==> src/rtl/piece_bag.sv <==
// piece_bag: 7-bag piece generator with a preview queue.
//
// A free-running Galois LFSR proposes a shape every cycle. The proposal is
// taken only if that shape is still in the current bag. Once a bag is empty it
// refills, so each run of 7 draws aligned to a refill holds every shape once.
// Accepted shapes go to the tail of a small FIFO. The head is the piece the map
// controller gets next, and the entries behind it are shown as a preview.
//
// Ports
//   CLOCK_50      in   system clock, rising edge
//   RESET_N       in   asynchronous active-low reset
//   seed_load     in   one-cycle strobe that loads seed_in into the LFSR
//   seed_in       in   [15:0] seed (zero is replaced by LFSR_SEED)
//   piece_req     in   pops the head when piece_valid is high
//   piece_valid   out  head present (queue not empty)
//   piece_id      out  [2:0] head shape, 0=O 1=I 2=T 3=S 4=Z 5=J 6=L
//   piece_color   out  [4:0] map colour of the head, 0 when no head
//   next_ids      out  [3*PREVIEW_DEPTH-1:0] entries behind the head, 3'b111 if empty
//   bag_remaining out  [2:0] shapes still undrawn in the current bag
//   pieces_dealt  out  [15:0] accepted pops, wraps
module piece_bag #(
   parameter int          PREVIEW_DEPTH = 3,
   parameter logic [15:0] LFSR_SEED     = 16'hACE1
) (
   input  logic                       CLOCK_50,
   input  logic                       RESET_N,
   input  logic                       seed_load,
   input  logic [15:0]                seed_in,
   input  logic                       piece_req,
   output logic                       piece_valid,
   output logic [2:0]                 piece_id,
   output logic [4:0]                 piece_color,
   output logic [3*PREVIEW_DEPTH-1:0] next_ids,
   output logic [2:0]                 bag_remaining,
   output logic [15:0]                pieces_dealt
);
   localparam int QD = PREVIEW_DEPTH + 1;
   localparam int CW = $clog2(QD + 1);
   localparam logic [CW-1:0] ONE  = CW'(1);
   localparam logic [CW-1:0] FULL = CW'(QD);
   // Slot 0 holds 0 when the queue is empty so piece_id reads 0. Every other
   // unused slot holds 3'b111.
   localparam logic [QD-1:0][2:0] Q_RST = {{(QD-1){3'b111}}, 3'b000};

   typedef enum logic [1:0] {FILL, READY, HOLD} state_t;

   state_t               state, state_n;
   logic [15:0]          lfsr, lfsr_n;
   logic [6:0]           mask, mask_n, mask_clr;
   logic [2:0]           rej, rej_n;
   logic [CW-1:0]        count, count_n;
   logic [QD-1:0][2:0]   q, q_n;
   logic [15:0]          dealt;

   logic [2:0]           cand, low_id, draw_id;
   logic [7:0]           mask_x;
   logic                 cand_ok, draw_en, push, pop;

   // The candidate is a separate net so the draw logic has one observable source.
   assign cand    = lfsr[2:0];
   // Bit 7 is padded with 0, so candidate 7 is always rejected.
   assign mask_x  = {1'b0, mask};
   assign cand_ok = mask_x[cand];

   always_comb begin
      low_id = 3'd0;
      for (int i = 6; i >= 0; i--)
         if (mask[i]) low_id = 3'(i);
   end

   assign draw_en = (state == FILL) && (count < FULL);
   // After seven misses in a row, take the lowest shape still in the bag.
   assign push    = draw_en && (cand_ok || rej == 3'd7);
   assign draw_id = cand_ok ? cand : low_id;
   assign pop     = piece_req && piece_valid;

   // LFSR: a load overrides the shift. A zero seed would lock the LFSR at zero.
   always_comb begin
      lfsr_n = {1'b0, lfsr[15:1]} ^ (lfsr[0] ? 16'hB400 : 16'h0000);
      if (seed_load) lfsr_n = (seed_in == 16'h0000) ? LFSR_SEED : seed_in;
   end

   // Bag mask and rejection counter.
   always_comb begin
      mask_clr = mask & ~(7'b1 << draw_id);
      mask_n   = mask;
      rej_n    = 3'd0;
      if (push)         mask_n = (mask_clr == 7'h00) ? 7'h7F : mask_clr;
      else if (draw_en) rej_n  = rej + 3'd1;
   end

   // Queue update: pop shifts toward the head, and the push lands just past
   // the surviving entries. Pop and push in the same cycle keep the count.
   always_comb begin
      q_n     = q;
      count_n = count;
      if (pop) begin
         for (int i = 0; i < QD - 1; i++) q_n[i] = q[i+1];
         q_n[QD-1] = 3'b111;
         count_n   = count - ONE;
      end
      if (push) begin
         for (int i = 0; i < QD; i++)
            if (count_n == CW'(i)) q_n[i] = draw_id;
         count_n = count_n + ONE;
      end
      if (count_n == '0) q_n[0] = 3'd0;
   end

   always_comb begin
      state_n = state;
      case (state)
         FILL:    if (count_n == FULL) state_n = READY;
         READY:   if (pop) state_n = HOLD;
         HOLD:    state_n = FILL;
         default: state_n = FILL;
      endcase
   end

   always_ff @(posedge CLOCK_50 or negedge RESET_N) begin
      if (!RESET_N) begin
         state <= FILL;
         lfsr  <= LFSR_SEED;
         mask  <= 7'h7F;
         rej   <= 3'd0;
         count <= '0;
         q     <= Q_RST;
         dealt <= 16'd0;
      end else begin
         state <= state_n;
         lfsr  <= lfsr_n;
         mask  <= mask_n;
         rej   <= rej_n;
         count <= count_n;
         q     <= q_n;
         if (pop) dealt <= dealt + 16'd1;
      end
   end

   assign piece_valid  = (count != '0);
   assign piece_id     = q[0];
   assign next_ids     = q[QD-1:1];
   assign pieces_dealt = dealt;

   always_comb begin
      piece_color = 5'd0;
      if (piece_valid) begin
         case (piece_id)
            3'd0:    piece_color = 5'd13;
            3'd1:    piece_color = 5'd12;
            3'd2:    piece_color = 5'd14;
            3'd3:    piece_color = 5'd15;
            3'd4:    piece_color = 5'd16;
            3'd5:    piece_color = 5'd17;
            3'd6:    piece_color = 5'd18;
            default: piece_color = 5'd0;
         endcase
      end
   end

   always_comb begin
      bag_remaining = 3'd0;
      for (int i = 0; i < 7; i++)
         bag_remaining = bag_remaining + {2'b00, mask[i]};
   end
endmodule

==> config.mk <==
export PLATFORM = sky130hd
export DESIGN_NAME = piece_bag
export DESIGN_NICKNAME = d
export VERILOG_FILES = /design/src/rtl/piece_bag.sv
export SDC_FILE = /design/constraint.sdc
export NUM_CORES = 1
export LEC_CHECK = 0
export ABC_CLOCK_PERIOD_IN_PS = 3700
export CAP_MARGIN = 40
export CORE_MARGIN = 1
export CORE_UTILIZATION = 53
export DETAILED_ROUTE_END_ITERATION = 7
export PLACE_DENSITY = 0.8
export SLEW_MARGIN = 20
export SYNTH_ARGS = -nofsm -noshare
export SYNTH_HDL_FRONTEND = slang
export SYNTH_SLANG_ARGS = --single-unit
==> constraint.sdc <==
create_clock -name CLOCK_50 -period 3.7 [get_ports CLOCK_50]
set_input_delay 0.925 -clock CLOCK_50 [delete_from_list [all_inputs] [get_ports CLOCK_50]]
set_output_delay 0.925 -clock CLOCK_50 [all_outputs]
set_load 0.005 [all_outputs]
==> results of run 1 <==
stage by stage:
step | power (W) | TNS [ns] | std cells | setup slack, ns
4_1_cts | 0.00342 | -0.112 | 452 | -0.112
2_1_floorplan | 0.00204 | 0 | 310 | 0.446
3_5_place_dp | 0.00271 | -0.0768 | 435 | -0.0768
6_report | 0.00338 | -0.00923 | 452 | -0.00923
3_3_place_gp | 0.00266 | -0.0258 | 435 | -0.0258
5_1_grt | 0.00365 | -0.166 | 452 | -0.109
sequential cells by signal (all words and copies together), names as in the netlist:
register / count
count: 3
lfsr: 16
mask: 7
next_ids: 9
piece_id: 3
pieces_dealt: 16
rej: 3
state: 2
metal layers:
metal  up-vias  part of all wire [%]  wire [um]
met2        83                    49       3430
met1      1265                    44       3110
met4         0                   2.4        169
li1       1236                     -          -
met5         -                     0          0
met3        19                   5.0        353
power groups by stage:
stage	clock network [W]	registers, W	logic, W
global route	0.000756	0.00109	0.00180
detailed placement	0	0.00107	0.00165
CTS	0.000724	0.00106	0.00163
finish	0.000714	0.00106	0.00161
global placement	0	0.00106	0.00160
floorplan	0	0.00103	0.00101
placed cells by master, fill, tap and decap left out, types with 8 or more instances in the layout:
| cell | count |
|---|---|
| buf_4 | 8 |
| clkbuf_8 | 10 |
| clkdlybuf4s50_1 | 52 |
| dfrtp_1 | 35 |
| dfstp_2 | 24 |
| ha_1 | 10 |
| inv_1 | 14 |
| mux2_2 | 9 |
| mux2i_1 | 21 |
| nand2_1 | 23 |
| nand3_1 | 8 |
| nand4_1 | 9 |
| nor2_1 | 20 |
| o21ai_0 | 9 |
| o22a_1 | 8 |
| xnor2_1 | 17 |
critical path: stages (launching register included):
cell and delay (ns):
dfstp_2 0.38, fa_1 0.55, inv_2 0.04, fa_1 0.49, inv_1 0.05, fa_2 0.33
inv_2 0.06, fa_1 0.40, inv_1 0.06, buf_2 0.10
timing repair:
| action | in CTS | in global routing |
|---|---|---|
| gates resized for setup | 7 | 2 |
| buffers inserted | 1 | 0 |
| setup endpoints to repair | 3 | 2 |
| pin swaps | 1 | 3 |
path summary, 6_finish.rpt:
kind                         start                to  slack [ns]
max in group asynchronous  RESET_N       next_ids[1]        2.50
hold / removal              rej[0]            rej[0]        0.45
setup reg to reg           lfsr[1]           mask[6]        1.23
min in group asynchronous  RESET_N           lfsr[8]        0.48
setup / recovery           mask[3]  bag_remaining[1]      -0.009
hold reg to reg             rej[0]            rej[0]        0.45
cell families after synthesis:
family / count (synthesis) / share of synthesized area [%]
simple gates: 100 / 15.5
flops: 59 / 45.3
compound gates: 52 / 12.7
mux: 33 / 10.5
buf+inv: 30 / 3.99
xor+xnor: 22 / 5.80
fa+ha+maj: 14 / 6.18
final cells by class:
class	instances	share of cell area, %
repair buffers	64	14.5
inverters	17	1.52
multi-input cells	221	40.1
flip-flops and latches	59	35.9
well taps	75	2.23
clock buffers	11	3.37
clock inverters	5	2.38
==> metrics.cfg, run 1 <==
[clocking]
clk_pin_slew_ns=0.06
cts_buffers=9
clockBufferDepth=2
insertion_delay_ns=0.33
h-tree-depth=3
cts_root_buf=clkbuf_8
ctsHoldBuffers=0
cts_tree=built
clkSinkCount=59

[layout]
final-seq-area_sq_mm=0.00151
fin_area_sq_mm=0.00420
fin_nets=406
utilization_pct=70.1
multiInputGateArea_sq_mm=0.00169
diodes=0
syn2layout_area_growth_pct=26.4
drive_gt1_share_pct=19.9
fillers=449

[pwr]
power_frac_comb_pct=47.5
powerDensity_mw_per_mm2=806
sw_frac_of_total_pct=37.0
intPower_w=0.00213
total_leakage_power_nw=1.84
p_switching_w=0.00125
power_frac_clock_pct=21.1
power_frac_seq_pct=31.3
ir_drop_uv=650

[setup_path]
worst-path-max-fanout=2
reg2reg_depth=6
cp-start-kind=flip-flop
path_class=flip-flop to primary output
endpoint_kind=primary output
cp_data_arrival_time_ns=2.78
crit_required_ns=2.77

[sta]
fmax_mhz=270
tightest_slew_ns=0.663
finalWorstSetupSlack_ns=-0.00923
slew_headroom_pct=54.6
rsz0062_at_grt=yes
fin_skew_ns=0.0102
hold_ws_ns=0.445
drv_slew=0
finalCriticalPeriod_ns=3.71
period_share_pct=100
setup_viol=1
hold_viol_final=0

[synth]
async_reset_ff_share_pct=100
ys_ff_latch=59
ys_warn_count=0
synth_edf_count=0
yosysTopAreaCell=dfrtp_1
avgSynthCellArea_sq_um=10.7
yosysMostFrequentCell=dfrtp_1
ys.flop_type=dfrtp_1
synth_seq_area_share_pct=45.3
synthCells=310
synth_top_area_share_pct=26.4
yosysUniqueCellTypes=59
synth.cell_area_sq_mm=0.00332
synth_area_leaders=dfrtp_1 26%, dfstp_2 19%, mux2i_1 6.3%
synth_fp_nets=344
synthTopCellsByCount=35 x dfrtp_1, 24 x dfstp_2, 23 x nand2_1

[detailed_routing]
wire_per_inst_um=15.6
routed-via-count=2603
ant_nets=0
dr.pass1.iters=4
routed_wl_um=7060
drt_iter0_markers=238
drc_errors=0
avgViaCountPerCell=5.76

[global_route]
grtUsageMet3_pct=3.93
grt_use_total_pct=23.8
grt-busiest-layer=met2
grt_pass1_vias=2589
grt_max_degree=29
grt_pass1_wl_um=11800
use_met2_pct=37.3
antenna_found_initial=0
met1_usage_pct=31.6
grt_overflow=0

[place]
dpl_cell_area_sq_mm=0.00396
gp_congestion=0.895
hpwl_um=5090
io_buffers=56

[min_path]
worstHoldPathType=flip-flop to flip-flop
holdPathStages=1

[job]
max-cap-violations=0

[outcome]
status=complete, but fails checks
violations=setup timing

[floorplan]
rows=28
dieWidth_um=81.2
pin_count=57
start_util_pct=55.5
die_area_sq_mm=0.00659
core_area_sq_mm=0.00599
die_h_um=81.2

Note: power is estimated with default switching activity, not from simulation.
==> inputs of run 2 (changes only) <==
--- a/config.mk
+++ b/config.mk
@@ -7,10 +7,12 @@
 export LEC_CHECK = 0
 export ABC_CLOCK_PERIOD_IN_PS = 3700
 export CAP_MARGIN = 40
+export CELL_PAD_IN_SITES_DETAIL_PLACEMENT = 1
+export CELL_PAD_IN_SITES_GLOBAL_PLACEMENT = 2
 export CORE_MARGIN = 1
-export CORE_UTILIZATION = 53
+export CORE_UTILIZATION = 34
 export DETAILED_ROUTE_END_ITERATION = 7
-export PLACE_DENSITY = 0.8
+export PLACE_DENSITY_LB_ADDON = 0.1
 export SLEW_MARGIN = 20
 export SYNTH_ARGS = -nofsm -noshare
 export SYNTH_HDL_FRONTEND = slang
==> run 2 against run 1 <==
  * The flow still finishes with violations (setup timing)
  * Hold slack improved by 0.0060 ns
  * Critical path depth is the same
  * Fmax shrank 1.2%
  * First-iteration DRC count shrank 62%
  * Design area increased by 1.3%
  * Die area is 54% higher
  * Largest cell class unchanged
  * Wire length rose by 15%
  * Sequential share of layout area is 0.46 points lower
  * Total power fell by 0.23%
  * Cell count grew 12%
  * Count of clock-buffer cells in the layout up 1
==> metrics.cfg, run 2 (synthesis gave the netlist of run 1 again) <==
[floorplan]
die_h_um=101  ; +24%
rows=35  ; +25%
core_area_sq_mm=0.00937  ; +56%
start_util_pct=35.4  ; -20 points
dieWidth_um=101  ; +24%
pin_count=57  ; unchanged
die_area_sq_mm=0.0102  ; +54%

[pwr]
total_leakage_power_nw=1.84  ; -0.42%
ir_drop_uv=261  ; -60%
power_frac_seq_pct=31.7  ; +0.4 points
powerDensity_mw_per_mm2=793  ; -1.5%
power_frac_clock_pct=20.2  ; -0.9 points
power_frac_comb_pct=48.1  ; +0.6 points
power_w=0.00338  ; -0.23%
sw_frac_of_total_pct=38.4  ; +1.3 points
p_switching_w=0.00129  ; +3.3%
intPower_w=0.00208  ; -2.3%

[clocking]
cts_buffers=9  ; unchanged
clkSinkCount=59  ; unchanged
clk_pin_slew_ns=0.07  ; about the same
h-tree-depth=3  ; unchanged
clockBufferDepth=2  ; unchanged
insertion_delay_ns=0.33  ; about the same
ctsHoldBuffers=0  ; unchanged
cts_tree=built
cts_root_buf=clkbuf_8

[setup_path]
slowest_stage=fa_1
crit_required_ns=2.77  ; about the same
r2r_start=mask[3]
cpPeakStageDelay_ns=0.55  ; about the same
path_class=flip-flop to primary output
regToRegEndpoint=mask[6]
endpoint_kind=primary output
cp-start-kind=flip-flop
worst-path-max-fanout=2  ; unchanged
path_cells=fa_1, inv_2, fa_1, inv_2, fa_2, inv_2, fa_1, inv_1, buf_2
cp_data_arrival_time_ns=2.83  ; +0.05 ns
r2r_setup_slack_ns=1.13  ; -0.10 ns
crit_buf_inv=5  ; unchanged
critPathTopFamily=adder cells
reg2reg_depth=8  ; +2

[sta]
slew_headroom_pct=44.1  ; -10 points
fin_skew_ns=0.0126  ; +0.00240 ns
rsz0062_at_grt=yes
finalCriticalPeriod_ns=3.75  ; +0.0453 ns
tightest_slew_ns=0.817  ; +0.154 ns
drv_slew=0  ; unchanged
finalWorstSetupSlack_ns=-0.0546  ; -0.0453 ns
setup_viol=1  ; unchanged
period_share_pct=101  ; +1.2 points
hold_viol_final=0  ; unchanged
fmax_mhz=266  ; -1.2%

[global_route]
grt_max_degree=36  ; +24%
grt_use_total_pct=17.5  ; -6.3 points
antenna_found_initial=0  ; unchanged
grt_pass1_wl_um=13700  ; +16%
grt_overflow=0  ; unchanged
met1_usage_pct=24.4  ; -7.2 points
grt_pass1_vias=2734  ; +5.6%
grtUsageMet3_pct=2.98  ; -0.95 points
use_met2_pct=27.2  ; -10 points
grt-busiest-layer=met2

[layout]
drive_gt1_share_pct=20.2  ; +0.27 points
layout_common_cells=52 x clkdlybuf4s50_1, 35 x dfrtp_1, 24 x dfstp_2
multiInputGateArea_sq_mm=0.00169  ; unchanged
fillers=1071  ; +140%
utilization_pct=45.4  ; -25 points
fin_nets=406  ; unchanged
final_common_cell=clkdlybuf4s50_1
final-seq-area_sq_mm=0.00151  ; unchanged
syn2layout_area_growth_pct=28.1
diodes=0  ; unchanged

[place]
hpwl_um=5910  ; +16%
gp_congestion=0.780  ; -13%
io_buffers=56  ; unchanged

[detailed_routing]
routed-via-count=2544  ; -2.3%
drt_iter0_markers=91  ; -62%
avgViaCountPerCell=5.03  ; -13%
dr.pass1.iters=4  ; unchanged
drc_errors=0  ; unchanged
wire_per_inst_um=16.0  ; +2.3%
routed_wl_um=8090  ; +15%
ant_nets=0  ; unchanged

[job]
max-cap-violations=0  ; unchanged

[min_path]
hold_path_startpoint=rej[0]
holdPathStages=1  ; unchanged
worstHoldPathType=flip-flop to flip-flop
hold_end=rej[0]

[outcome]
status=complete, but fails checks
violations=setup timing

## run 2: cell types whose count changed in the layout (fill, tap and decap cells not counted)
cell	delta
inv_1	-1
clkbuf_8	+1
clkinv_4	+1
inv_2	+1
bufinv_16	-1
clkinv_2	-1
## run 2: layout make-up
cell class / instances / share of cell area, %
clock buffers: 12 / 3.65
clock inverters: 4 / 1.74
inverters: 17 / 1.50
multi-input cells: 221 / 39.6
flip-flops and latches: 59 / 35.4
well taps: 129 / 3.79
repair buffers: 64 / 14.3
## run 2: power by group through the flow
stage	combinational [W]	clock, W	sequential [W]
final	0.00163	0.000681	0.00107
after CTS	0.00165	0.000700	0.00108
after floorplan	0.00101	0	0.00103
after detailed placement	0.00167	0	0.00108
after global routing	0.00183	0.000728	0.00111
after global placement	0.00167	0	0.00108
## run 2: worst max path at each step
stage,from,endpoint,slack [ns],depth (start not counted)
6_report,mask[3],bag_remaining[1],-0.05,9
5_1_grt,mask[3],bag_remaining[1],-0.18,9
4_1_cts,mask[0],bag_remaining[1],-0.08,9
3_5_place_dp,mask[0],bag_remaining[1],-0.07,9
3_3_place_gp,mask[0],bag_remaining[1],-0.04,9
2_1_floorplan,mask[0],bag_remaining[1],0.45,8
## run 2: worst reg2reg max path, delay by kind of cell (launching register included)
kind                   cells  cell delay (ns)
AOI/OAI and AO/OA          4             1.44
buffers and inverters      2             0.25
DFF                        1             0.55
muxes                      1             0.20
and+or+nand+nor            1             0.06
## run 2: routing by layer
metal	wire (um)	vias to the layer above	share of wire, %
li1	-	1228	-
met1	4010	1271	50
met2	3780	37	47
met3	200	8	2.5
met4	99	0	1.2
met5	0	-	0
## run 2: through the flow
step | cell area, sq um | setup TNS, ns | std cells | worst slack [ns] | hold WS [ns]
2_1_floorplan | 3320 | 0 | 310 | 0.446 | 0.417
3_3_place_gp | 4020 | -0.0431 | 489 | -0.0431 | 0.440
3_5_place_dp | 4020 | -0.0688 | 489 | -0.0688 | 0.435
4_1_cts | 4250 | -0.0865 | 505 | -0.0824 | 0.454
5_1_grt | 4250 | -0.240 | 506 | -0.177 | 0.483
6_report | 4250 | -0.0546 | 506 | -0.0546 | 0.451
## run 2: repair_timing
| item | 4_1_cts | 5_1_grt |
|---|---|---|
| hold endpoints to repair | 0 | 0 |
| endpoints found under the setup margin | 3 | 2 |
| gates resized for setup | 7 | 3 |
| pin swaps | 1 | 4 |
| buffers inserted | 0 | 1 |
==> inputs of run 3 (changes only) <==
--- a/config.mk
+++ b/config.mk
@@ -12,6 +12,7 @@
 export CORE_MARGIN = 1
 export CORE_UTILIZATION = 34
 export DETAILED_ROUTE_END_ITERATION = 7
+export HOLD_SLACK_MARGIN = 0.15
 export PLACE_DENSITY_LB_ADDON = 0.1
 export SLEW_MARGIN = 20
 export SYNTH_ARGS = -nofsm -noshare
==> results of run 3 <==
Final layout, timing and power as in run 2 (identical DEF).
